<file path="src/rtl/traffic_phase_scheduler.sv">
// -----------------------------------------------------------------------------
// traffic_phase_scheduler
//
// Demand-driven phase scheduler for the highway / country-road intersection.
// The highway rests on green. A country-road vehicle (car_sense) or a latched
// pedestrian request (ped_pending) pre-empts it once the highway minimum green
// has elapsed. Pedestrians are served before the country green.
//
// Ports
//   clk          rising-edge clock
//   reset        asynchronous, active-high; returns to HWY_GREEN immediately
//   car_sense    country-road vehicle present (level, synchronous)
//   ped_btn      pedestrian button (synchronous, any pulse width)
//   lightA[2:0]  country lamps  (001 green, 010 yellow, 100 red)
//   lightB[2:0]  highway lamps  (same encoding)
//   walk         pedestrian WALK lamp
//   ped_pending  latched pedestrian request awaiting service
//   phase[2:0]   current state code (debug)
//
// There are no handshakes. Inputs are sampled on every rising edge. All outputs
// decode from registers only, so an input change reaches a lamp one edge later.
// -----------------------------------------------------------------------------
module traffic_phase_scheduler #(
  parameter int MIN_GREEN = 5,
  parameter int MAX_GREEN = 10,
  parameter int YELLOW_T  = 2,
  parameter int ALL_RED_T = 1,
  parameter int WALK_T    = 4,
  parameter int CNT_W     = 4
) (
  input  logic       clk,
  input  logic       reset,
  input  logic       car_sense,
  input  logic       ped_btn,
  output logic [2:0] lightA,
  output logic [2:0] lightB,
  output logic       walk,
  output logic       ped_pending,
  output logic [2:0] phase
);

  typedef enum logic [2:0] {
    HWY_GREEN   = 3'd0,
    HWY_YELLOW  = 3'd1,
    RED_1       = 3'd2,
    WALK        = 3'd3,
    CTRY_GREEN  = 3'd4,
    CTRY_YELLOW = 3'd5,
    RED_2       = 3'd6
  } state_t;

  localparam logic [2:0] LAMP_GREEN  = 3'b001;
  localparam logic [2:0] LAMP_YELLOW = 3'b010;
  localparam logic [2:0] LAMP_RED    = 3'b100;

  // Terminal counts: a phase of n cycles ends when count == n-1.
  localparam logic [CNT_W-1:0] MIN_G_M1 = CNT_W'(MIN_GREEN - 1);
  localparam logic [CNT_W-1:0] MAX_G_M1 = CNT_W'(MAX_GREEN - 1);
  localparam logic [CNT_W-1:0] YEL_M1   = CNT_W'(YELLOW_T - 1);
  localparam logic [CNT_W-1:0] RED_M1   = CNT_W'(ALL_RED_T - 1);
  localparam logic [CNT_W-1:0] WALK_M1  = CNT_W'(WALK_T - 1);

  state_t           state, state_next;
  logic [CNT_W-1:0] count, count_next;
  logic             ped_next;

  // ---------------------------------------------------------------------------
  // State, timer and pedestrian latch registers
  // ---------------------------------------------------------------------------
  always_ff @(posedge clk or posedge reset) begin
    if (reset) begin
      state       <= HWY_GREEN;
      count       <= '0;
      ped_pending <= 1'b0;
    end else begin
      state       <= state_next;
      count       <= count_next;
      ped_pending <= ped_next;
    end
  end

  // ---------------------------------------------------------------------------
  // Next-state, timer and request-latch logic
  // ---------------------------------------------------------------------------
  always_comb begin
    state_next = state;
    count_next = count + CNT_W'(1);
    ped_next   = ped_pending;

    case (state)
      HWY_GREEN: begin
        if (count == MIN_G_M1 && (car_sense || ped_pending))
          state_next = HWY_YELLOW;
      end
      HWY_YELLOW: if (count == YEL_M1) state_next = RED_1;
      RED_1: begin
        if (count == RED_M1)
          state_next = ped_pending ? WALK : CTRY_GREEN;
      end
      WALK: begin
        if (count == WALK_M1)
          state_next = car_sense ? CTRY_GREEN : HWY_GREEN;
      end
      CTRY_GREEN: begin
        // Gap-out once minimum green is served, or max-out unconditionally.
        if ((count >= MIN_G_M1 && !car_sense) || count == MAX_G_M1)
          state_next = CTRY_YELLOW;
      end
      CTRY_YELLOW: if (count == YEL_M1) state_next = RED_2;
      RED_2:       if (count == RED_M1) state_next = HWY_GREEN;
      default:     state_next = HWY_GREEN;
    endcase

    // Timer clears on every state entry; highway green saturates so the
    // pre-emption check stays armed indefinitely.
    if (state_next != state)
      count_next = '0;
    else if (state == HWY_GREEN && count == MIN_G_M1)
      count_next = count;

    // Entering WALK services the request and beats a simultaneous press;
    // presses during WALK are dropped because the walker is already served.
    if (state_next == WALK && state != WALK)
      ped_next = 1'b0;
    else if (ped_btn && state != WALK)
      ped_next = 1'b1;
  end

  // ---------------------------------------------------------------------------
  // Output decode from the state register only
  // ---------------------------------------------------------------------------
  always_comb begin
    lightA = LAMP_RED;
    lightB = LAMP_RED;
    walk   = 1'b0;
    case (state)
      HWY_GREEN:   lightB = LAMP_GREEN;
      HWY_YELLOW:  lightB = LAMP_YELLOW;
      WALK:        walk   = 1'b1;
      CTRY_GREEN:  lightA = LAMP_GREEN;
      CTRY_YELLOW: lightA = LAMP_YELLOW;
      default: begin
        lightA = LAMP_RED;
        lightB = LAMP_RED;
      end
    endcase
  end

  assign phase = state;

endmodule

</file>
<file path="config.mk">
export PLATFORM = sky130hd
export DESIGN_NAME = traffic_phase_scheduler
export DESIGN_NICKNAME = d
export VERILOG_FILES = /design/src/rtl/traffic_phase_scheduler.sv
export SDC_FILE = /design/constraint.sdc
export NUM_CORES = 1
export LEC_CHECK = 0
export BUFFER_PORTS_ARGS = -buffer_cell sky130_fd_sc_hd__buf_2
export CORE_UTILIZATION = 35
export CTS_CLUSTER_SIZE = 10
export DETAILED_ROUTE_END_ITERATION = 10
export HOLD_SLACK_MARGIN = 0.08
export PLACE_DENSITY = 0.63
export SLEW_MARGIN = 20
export SYNTH_ARGS = -nofsm -noshare
export SYNTH_HDL_FRONTEND = slang
export SYNTH_SLANG_ARGS = --single-unit
export TNS_END_PERCENT = 1
</file>
<file path="constraint.sdc">
create_clock -name clk -period 2.1 [get_ports clk]
set_input_delay 0.42 -clock clk [delete_from_list [all_inputs] [get_ports clk]]
set_output_delay 0.42 -clock clk [all_outputs]
set_load 0.02 [all_outputs]
</file>
# After elaboration in Yosys (flattened, before gate mapping)

Cells that the tools add are included.

Logic and storage cells: 47
Register bits: 8

Order comparisons: 1
$add $sub $neg: 1
Reductions and logical operators: 11
Eq/ne operators: 14
Multiplexer cells: 17

Operators by type and width:

| cell                                                               | number |
|---|---|
| 2-to-1 mux 3 bit                                                   | 9 |
| case mux 3 bit (7 select lines)                                    | 1 |
| case mux 3 bit (2 select lines)                                    | 2 |
| equality test 3 x 2 -> 1 bit (second input constant)               | 3 |
| equality test 3 bit (second input constant)                        | 3 |
| 2-to-1 mux 4 bit                                                   | 2 |
| logical AND 1 bit                                                  | 5 |
| adder 4 x 1 -> 4 bit (second input constant)                       | 1 |
| equality test 4 x 1 -> 1 bit (second input constant)               | 1 |
| equality test 4 x 2 -> 1 bit (second input constant)               | 1 |
| equality test 4 x 3 -> 1 bit (second input constant)               | 1 |
| equality test 4 bit (second input constant)                        | 1 |
| greater-or-equal comparator 4 x 3 -> 1 bit (second input constant) | 1 |
| logical NOT 4 bit                                                  | 1 |
| equality test 3 x 1 -> 1 bit (second input constant)               | 1 |
| logical NOT 3 bit                                                  | 1 |
| 2-to-1 mux 1 bit                                                   | 3 |
| inequality test 3 x 2 -> 1 bit (second input constant)             | 1 |
| inequality test 3 bit                                              | 1 |
| logical OR 1 bit                                                   | 2 |
| inequality test 2 bit (second input constant)                      | 1 |
| nonzero test 2 bit                                                 | 1 |
| logical NOT 1 bit                                                  | 1 |

# Logic depth before layout (Yosys ltp)

Gate-level depths: netlist of run 1.

Word-level depth: 8
Mapped depth: 6

# Worst setup path before layout of run 1

OpenSTA, ideal clock, no wires.

Kind: reg2reg
From: register state[0] (netlist: phase[0])
To: register count[2]
Stages on the path, launching flop included: 6
Setup slack: 220 ps
Arrival time: 1746 ps
Clock period less this slack: 1880 ps
Cells stage by stage: dfrtp_1 buf_4 nor3b_1 a32oi_1 o22ai_1 nor3b_2

Cells in the longest elaborated chain, start to end: 4
Elaborated cells on any way between the ends: 19

Ends and longest elaborated chain:

| element                                                                    | line | source |
|---|---|---|
| start, declared                                                            | 63   | `state_t state, state_next;` |
| start signal, assigned                                                     | 76   | `state <= state_next;` |
| equality test 3 bit (tied with other cells)                                | 90   | `case (state)` |
| case mux 3 bit (7 select lines)                                            | 90   |  |
| inequality test 3 bit                                                      | 116  | `if (state_next != state)` |
| inequality test 2 bit (no source line) or 2-to-1 mux 4 bit (tied branches) | --   |  |
| end signal, assigned                                                       | 77   | `count <= count_next;` |
| end, declared                                                              | 64   | `logic [CNT_W-1:0] count, count_next;` |

Several ways; a longest one is shown, not always the timed one.
A chain may end at the register's enable or synchronous reset.

# Worst setup path in the final report of run 1

From: register state[1] (netlist: phase[1])
To: output port lightB[1]

Cells in the longest elaborated chain, start to end: 2
Elaborated cells on any way between the ends: 3

Ends and longest elaborated chain:

| element                                                           | line | source |
|---|---|---|
| equality test 3 x 1 -> 1 bit or logical NOT 3 bit (tied branches) | 136  | `case (state)` |
| case mux 3 bit (2 select lines) (*)                               | 136  |  |
| end, declared                                                     | 36   | `output logic [2:0] lightB,` |

Every way passes the cells marked *; elsewhere a longest branch is shown, timed or not.

==> metrics.md, run 1 <==
| Metric | Value |
|---|---|
| Post-DRT Antenna Nets | `0` |
| Port-buffer cells | `14` |
| # IOs | `15` |
| Share of layout cells above drive strength 1 | `0.3176` |
| CTS buffer count | `3` |
| Die area | `between 0.0015 and 0.002 mm2` |
| Antenna violations before repair | `0` |
| TNS Setup | `0 ns` |
| Netlist cell types | `28` |
| Rows | `14` |
| Seq. cell area | `200.2 um2` |
| Worst Hold Class | `in2async` |
| CTS Hold Bufs | `0` |
| First-pass iteration count of the detailed router | `6` |
| RePlAce Congestion | `~0.76` |
| Largest net degree at the start of global routing | `12` |
| NumNets Final | `94` |
| Synth Area in Adders | `0.06237` |
| Cell Area, Synth | `601.8 um2` |
| Status | `complete, but fails checks` |
| Synth warn | `0` |
| DP HPWL | `997.5 um` |
| Total Power | `1.149 mW` |
| F_max | `0.5284 GHz` |
| Tot GR Track Use | `0.1538` |
| Syn_area_per_cell | `roughly 8.7 um2` |
| Vias per cell | `5.327` |
| Worst vdd ir | `0.6621 mV` |
| Chip Width | `about 43 um` |
| Nature of the critical path endpoint | `output port` |
| Skew final | `roughly 0.0021 ns` |
| Clk root buf | `clkbuf_4` |
| Yosys reg bits | `8` |
| Sink Count | `8` |
| CTS tree | `built` |
| Count of pins over their slew limit | `0` |
| DRC | `3` |
| Synth Area in XOR/XNOR | `0.02911` |
| Leakage power | `0.3442 nW` |
| Post-CTS Setup Bufs | `0` |
| CTS H-Tree Depth | `1` |
| Tmin final | `1.893 ns` |
| Post-CTS sizing | `0` |
| Sequential share of the synthesized area | `0.3326` |
| Post-synthesis to final-layout area growth | `16.84%` |
| PwrDens | `roughly 1600 mW/mm2` |
| Compound-Gate Fraction of Synth Area | `0.1975` |
| FILL cells | `144` |
| Post-Synth Simple-Gate Area | `0.2723` |
| Inserted Diodes | `0` |
| Main combinational cell family by area after synthesis | `simple AND/OR/NAND/NOR gates` |
| Starting density of the core | `0.3860` |
| Worst setup SP type | `register` |
| GRT overflow | `0` |
| Vias in the first global route | `492` |
| Area of the multi-input gates | `352.8 um2` |
| Maximum clock path buffer count | `2` |
| Critical path peak fanout | `11` |
| Tcrit/Tclk final | `0.9013` |
| Final Hold Fails | `0` |
| Latest clock arrival within the worst-skew pair | `0.25 ns` |
| Slew HR | `0.7372` |
| Multiplexer share of the synthesized area | `0.02495` |
| Setup CP Type | `reg2out` |
| Worst Max-Slew Pin Slew | `about 0.4 ns` |
| Critical path data required time | `between 1.5 and 2 ns` |
| Critical Path AT | `1.47 ns` |
| RSZ-0062 raised after global routing | `no` |
| Violated checks | `design-rule violations` |
| Mapped Cells | `69` |
| Die H | `43.47 um` |
| Core Area | `0.001559 mm2` |
| Detailed Route Iter0 Violations | `16` |
| Max_cap viols | `0` |
| Clk slew on worst S/H paths | `0.06 ns` |
| DR WL/cell | `12.58 um` |
| Synthesized net count | `76` |
| Final setup viols | `0` |
| First-pass GRT wire length | `2145 um` |
| Via count | `538` |
| Drt total wl | `approximately 1300 um` |
[registers in the layout, indices dropped and copies added, names as in the netlist]
| name | flops |
|---|---|
| count | 4 |
| phase | 3 |
| ped_pending | 1 |
[path summary, 6_finish.rpt]
kind,start,to,slack [ns],cells past startpoint
min in group clk,ped_btn,ped_pending$_DFFE_PP0P_,0.45,3
setup reg to reg,count[0]$_DFFE_PP0P_,phase[0]$_DFF_PP0_,0.33,6
hold / removal,reset,ped_pending$_DFFE_PP0P_,0.10,2
max in group asynchronous,reset,count[0]$_DFFE_PP0P_,1.76,2
hold reg to reg,count[1]$_DFFE_PP0P_,count[1]$_DFFE_PP0P_,0.56,2
setup / recovery,phase[1]$_DFF_PP0_,lightB[1],0.21,4
[worst max-delay path, cell delays in order, from the launching register on]
cell and delay [ns]:
dfrtp_1 0.51, nor2_2 0.33, inv_1 0.11, nor2_1 0.09
buf_2 0.17
[through the flow]
stage	cells	util	worst slack, ns	hold slack, ns	instance area, um2
after floorplan	69	-	0.2203	0.2357	601.8
after global placement	98	0.4366	0.3487	0.3835	680.7
after detailed placement	98	0.4366	0.3355	0.3852	680.7
after CTS	101	0.4510	0.2053	0.1062	703.2
after global routing	101	0.4510	0.1149	0.1311	703.2
final	101	0.4510	0.2073	0.1022	703.2
[per-layer routing]
| layer | vias to the layer above | global-route usage | share of wire |
|---|---|---|---|
| li1 | 272 | - | - |
| met1 | 250 | 0.1788 | 0.46 |
| met2 | 16 | 0.2545 | 0.48 |
| met3 | 0 | 0.06250 | 0.057 |
| met4 | 0 | 0.05625 | 0 |
| met5 | - | 0 | 0 |
[cells in the mapped netlist, drive strengths merged]
| cell | instances | share of area |
|---|---|---|
| a2111oi | 1 | 0.025 |
| a21oi | 4 | 0.033 |
| a221oi | 2 | 0.050 |
| a31oi | 1 | 0.010 |
| a32oi | 1 | 0.015 |
| and3 | 1 | 0.010 |
| and4bb | 1 | 0.027 |
| buf | 2 | 0.031 |
| dfrtp | 8 | 0.33 |
| ha | 3 | 0.062 |
| inv | 8 | 0.050 |
| mux2 | 1 | 0.025 |
| nand2 | 5 | 0.031 |
| nand2b | 1 | 0.010 |
| nand3 | 2 | 0.017 |
| nor2 | 10 | 0.067 |
| nor3 | 1 | 0.0083 |
| nor3b | 4 | 0.058 |
| o21ai | 5 | 0.042 |
| o22ai | 1 | 0.010 |
| o31ai | 1 | 0.012 |
| or2 | 2 | 0.021 |
| or2b | 1 | 0.012 |
| or3 | 1 | 0.010 |
| xnor2 | 2 | 0.029 |
[report_power, final]
part           internal [mW]  switching [mW]
combinational          0.280           0.420
clock                 0.0655          0.0543
sequential             0.220           0.109
total                  0.566           0.583
[cell type report]
| cell class | instances | share of cell area |
|---|---|---|
| Inverter | 8 | 0.04270 |
| Clock buffer | 3 | 0.03203 |
| Multi-Input combinational cell | 51 | 0.5018 |
| Sequential cell | 8 | 0.2847 |
| Timing Repair Buffer | 15 | 0.1103 |
| Tap cell | 16 | 0.02847 |
[cell families (layout without fill, tap and decap cells)]
kind of cell / count (synthesis) / in the layout
AND/OR/NAND/NOR: 29 / 29
AO/OA/AOI/OAI: 16 / 16
buffers and inverters: 10 / 26
flip-flops: 8 / 8
adder cells (fa/ha/maj): 3 / 3
XOR/XNOR: 2 / 2
multiplexers: 1 / 1
[layout by cell type, fill, tap and decap left out, drive strengths merged, types with 2 or more instances in the layout]
| cell type | synthesis | final |
|---|---|---|
| a21oi | 4 | 4 |
| a221oi | 2 | 2 |
| buf | 2 | 15 |
| clkbuf | 0 | 3 |
| dfrtp | 8 | 8 |
| ha | 3 | 3 |
| inv | 8 | 8 |
| nand2 | 5 | 5 |
| nand3 | 2 | 2 |
| nor2 | 10 | 10 |
| nor3b | 4 | 4 |
| o21ai | 5 | 5 |
| or2 | 2 | 2 |
| xnor2 | 2 | 2 |
(Power assumes the default switching activity.)
==> run 2: changes to the inputs <==
Settings changed: GPL_TIMING_DRIVEN from default to 0.
==> metrics.md, run 2 (synthesis gave the netlist of run 1 again) <==
| Metric | Value |
|---|---|
| Status | `complete, but fails checks` |
| Violated checks | `design-rule violations` |
| Final Hold Fails | `0` |
| Tmin final | `1.839 ns` |
| DRC | `4` |
| Top reg by flops | `count` |
| Sink Count | `8` |
| Inserted Diodes | `0` |
| Max_cap viols | `0` |
| # IOs | `15` |
| Combinational fraction of design power | `0.640` |
| Core Area | `0.001559 mm2` |
| CTS tree | `built` |
| Tcrit/Tclk final | `0.8757` |
| Most frequent cells in the layout | `buf_2, nor2_1, inv_1, dfrtp_1` |
| FF-to-FF Start | `count[0]$_DFFE_PP0P_` |
| Switching Power | `0.5778 mW` |
| FILL cells | `168` |
| Post-synthesis to final-layout area growth | `18.71%` |
| Drt total wl | `1227 um` |
| Worst vdd ir | `0.5914 mV` |
| Chip Width | `~43 um` |
| Depth of the worst register-to-register path | `6` |
| TNS Setup | `0 ns` |
| Slew HR | `0.7316` |
| Vias in the first global route | `about 470` |
| Die area | `roughly 0.0019 mm2` |
| Setup CP Type | `reg2out` |
| First-pass iteration count of the detailed router | `7` |
| Rows | `14` |
| Critical path data required time | `1.68 ns` |
| Via count | `560` |
| RePlAce Congestion | `0.7624` |
| Count of pins over their slew limit | `0` |
| Nature of the critical path endpoint | `output port` |
| Int Pwr | `0.5753 mW` |
| Largest register FFs | `4` |
| Reg2reg end | `count[3]$_DFFE_PP0P_` |
| Clk slew on worst S/H paths | `0.06 ns` |
| Worst Max-Slew Pin Slew | `a little over 0.4 ns` |
| Clk root buf | `clkbuf_4` |
| Final setup viols | `0` |
| Critical Path AT | `1.42 ns` |
| Tot GR Track Use | `0.1526` |
| Most common cell after layout, fill and taps aside | `buf_2` |
| RSZ-0062 raised after global routing | `no` |
| DP HPWL | `around 960 um` |
| Dpl ws | `roughly 0.32 ns` |
| Sw Ratio | `0.5011` |
| Worst Hold Class | `in2async` |
| Critical path peak fanout | `10` |
| Share of layout cells above drive strength 1 | `0.3256` |
| Sequential power share | `0.255` |
| NumNets Final | `95` |
| Final Util | `0.4583` |
| Vias per cell | `5.490` |
| First-pass GRT wire length | `2049 um` |
| F_max | `about 0.54 GHz` |
| Antenna violations before repair | `0` |
| R2r setup slk | `0.30 ns` |
| Post-CTS sizing | `0` |
| Die H | `roughly 43 um` |
| Post-DRT Antenna Nets | `0` |
| PwrDens | `1614 mW/mm2` |
| Maximum clock path buffer count | `2` |
| Latest clock arrival within the worst-skew pair | `0.26 ns` |
| Skew final | `~0.0043 ns` |
| Largest net degree at the start of global routing | `11` |
| GRT overflow | `0` |
| Port-buffer cells | `14` |
| Clock share of power | `0.105` |
| DR WL/cell | `12.03 um` |
| Leakage power | `0.3503 nW` |
| CTS H-Tree Depth | `1` |
| CTS Hold Bufs | `0` |
| CTS buffer count | `3` |
| Total Power | `1.153 mW` |
| DP Area | `691.9 um2` |
| Worst setup SP type | `register` |
| Starting density of the core | `0.3860` |
| Post-CTS Setup Bufs | `0` |
| Post-route cell area | `~710 um2` |
| Setup WS post-layout | `0.2611 ns` |
| Detailed Route Iter0 Violations | `14` |
## run 2: final cells by class
type | count | area, um2 | share of cell area
repair buffers | 14 | 70.07 | 0.09807
well taps | 16 | 20.02 | 0.02802
multi-input cells | 51 | 352.8 | 0.4939
clock buffers | 3 | 22.52 | 0.03152
inverters | 8 | 30.03 | 0.04203
flip-flops and latches | 8 | 200.2 | 0.2802
plain buffers | 2 | 18.77 | 0.02627
## run 2: worst max-delay path by stage
stage                                end            startpoint  slack, ns
floorplan           count[2]$_DFFE_PP0P_    phase[0]$_DFF_PP0_       0.22
global placement    count[2]$_DFFE_PP0P_  count[0]$_DFFE_PP0P_       0.32
detailed placement  count[0]$_DFFE_PP0P_  count[0]$_DFFE_PP0P_       0.32
CTS                            lightB[1]    phase[1]$_DFF_PP0_       0.25
global route        count[0]$_DFFE_PP0P_  count[0]$_DFFE_PP0P_       0.04
finish                         lightB[1]    phase[1]$_DFF_PP0_       0.26
## run 2: power groups by stage
stage	sequential (mW)	clock, mW	combinational, mW
2_1_floorplan	0.322	0	0.532
3_3_place_gp	0.296	0	0.735
3_5_place_dp	0.298	0	0.739
4_1_cts	0.295	0.127	0.742
5_1_grt	0.307	0.133	0.820
6_report	0.294	0.121	0.738
## run 2: worst max-delay path: stages (launching register included)
cell,delay [ns]
dfrtp_1,0.38
buf_6,0.14
nor2_2,0.27
inv_1,0.11
nor2_1,0.09
buf_2,0.16
## run 2: metal layers
layer  GRT usage  routed length [um]
met3     0.06250                  73
met5           0                   0
met1      0.1806                 550
met4     0.07500                   6
met2      0.2394                 597
## run 2: through the flow
| step | std cells | hold WS (ns) |
|---|---|---|
| 6_report | 102 | 0.09205 |
| 5_1_grt | 102 | 0.1192 |
| 4_1_cts | 102 | 0.09613 |
| 3_5_place_dp | 99 | 0.3781 |
| 3_3_place_gp | 99 | 0.3770 |
| 2_1_floorplan | 69 | 0.2357 |
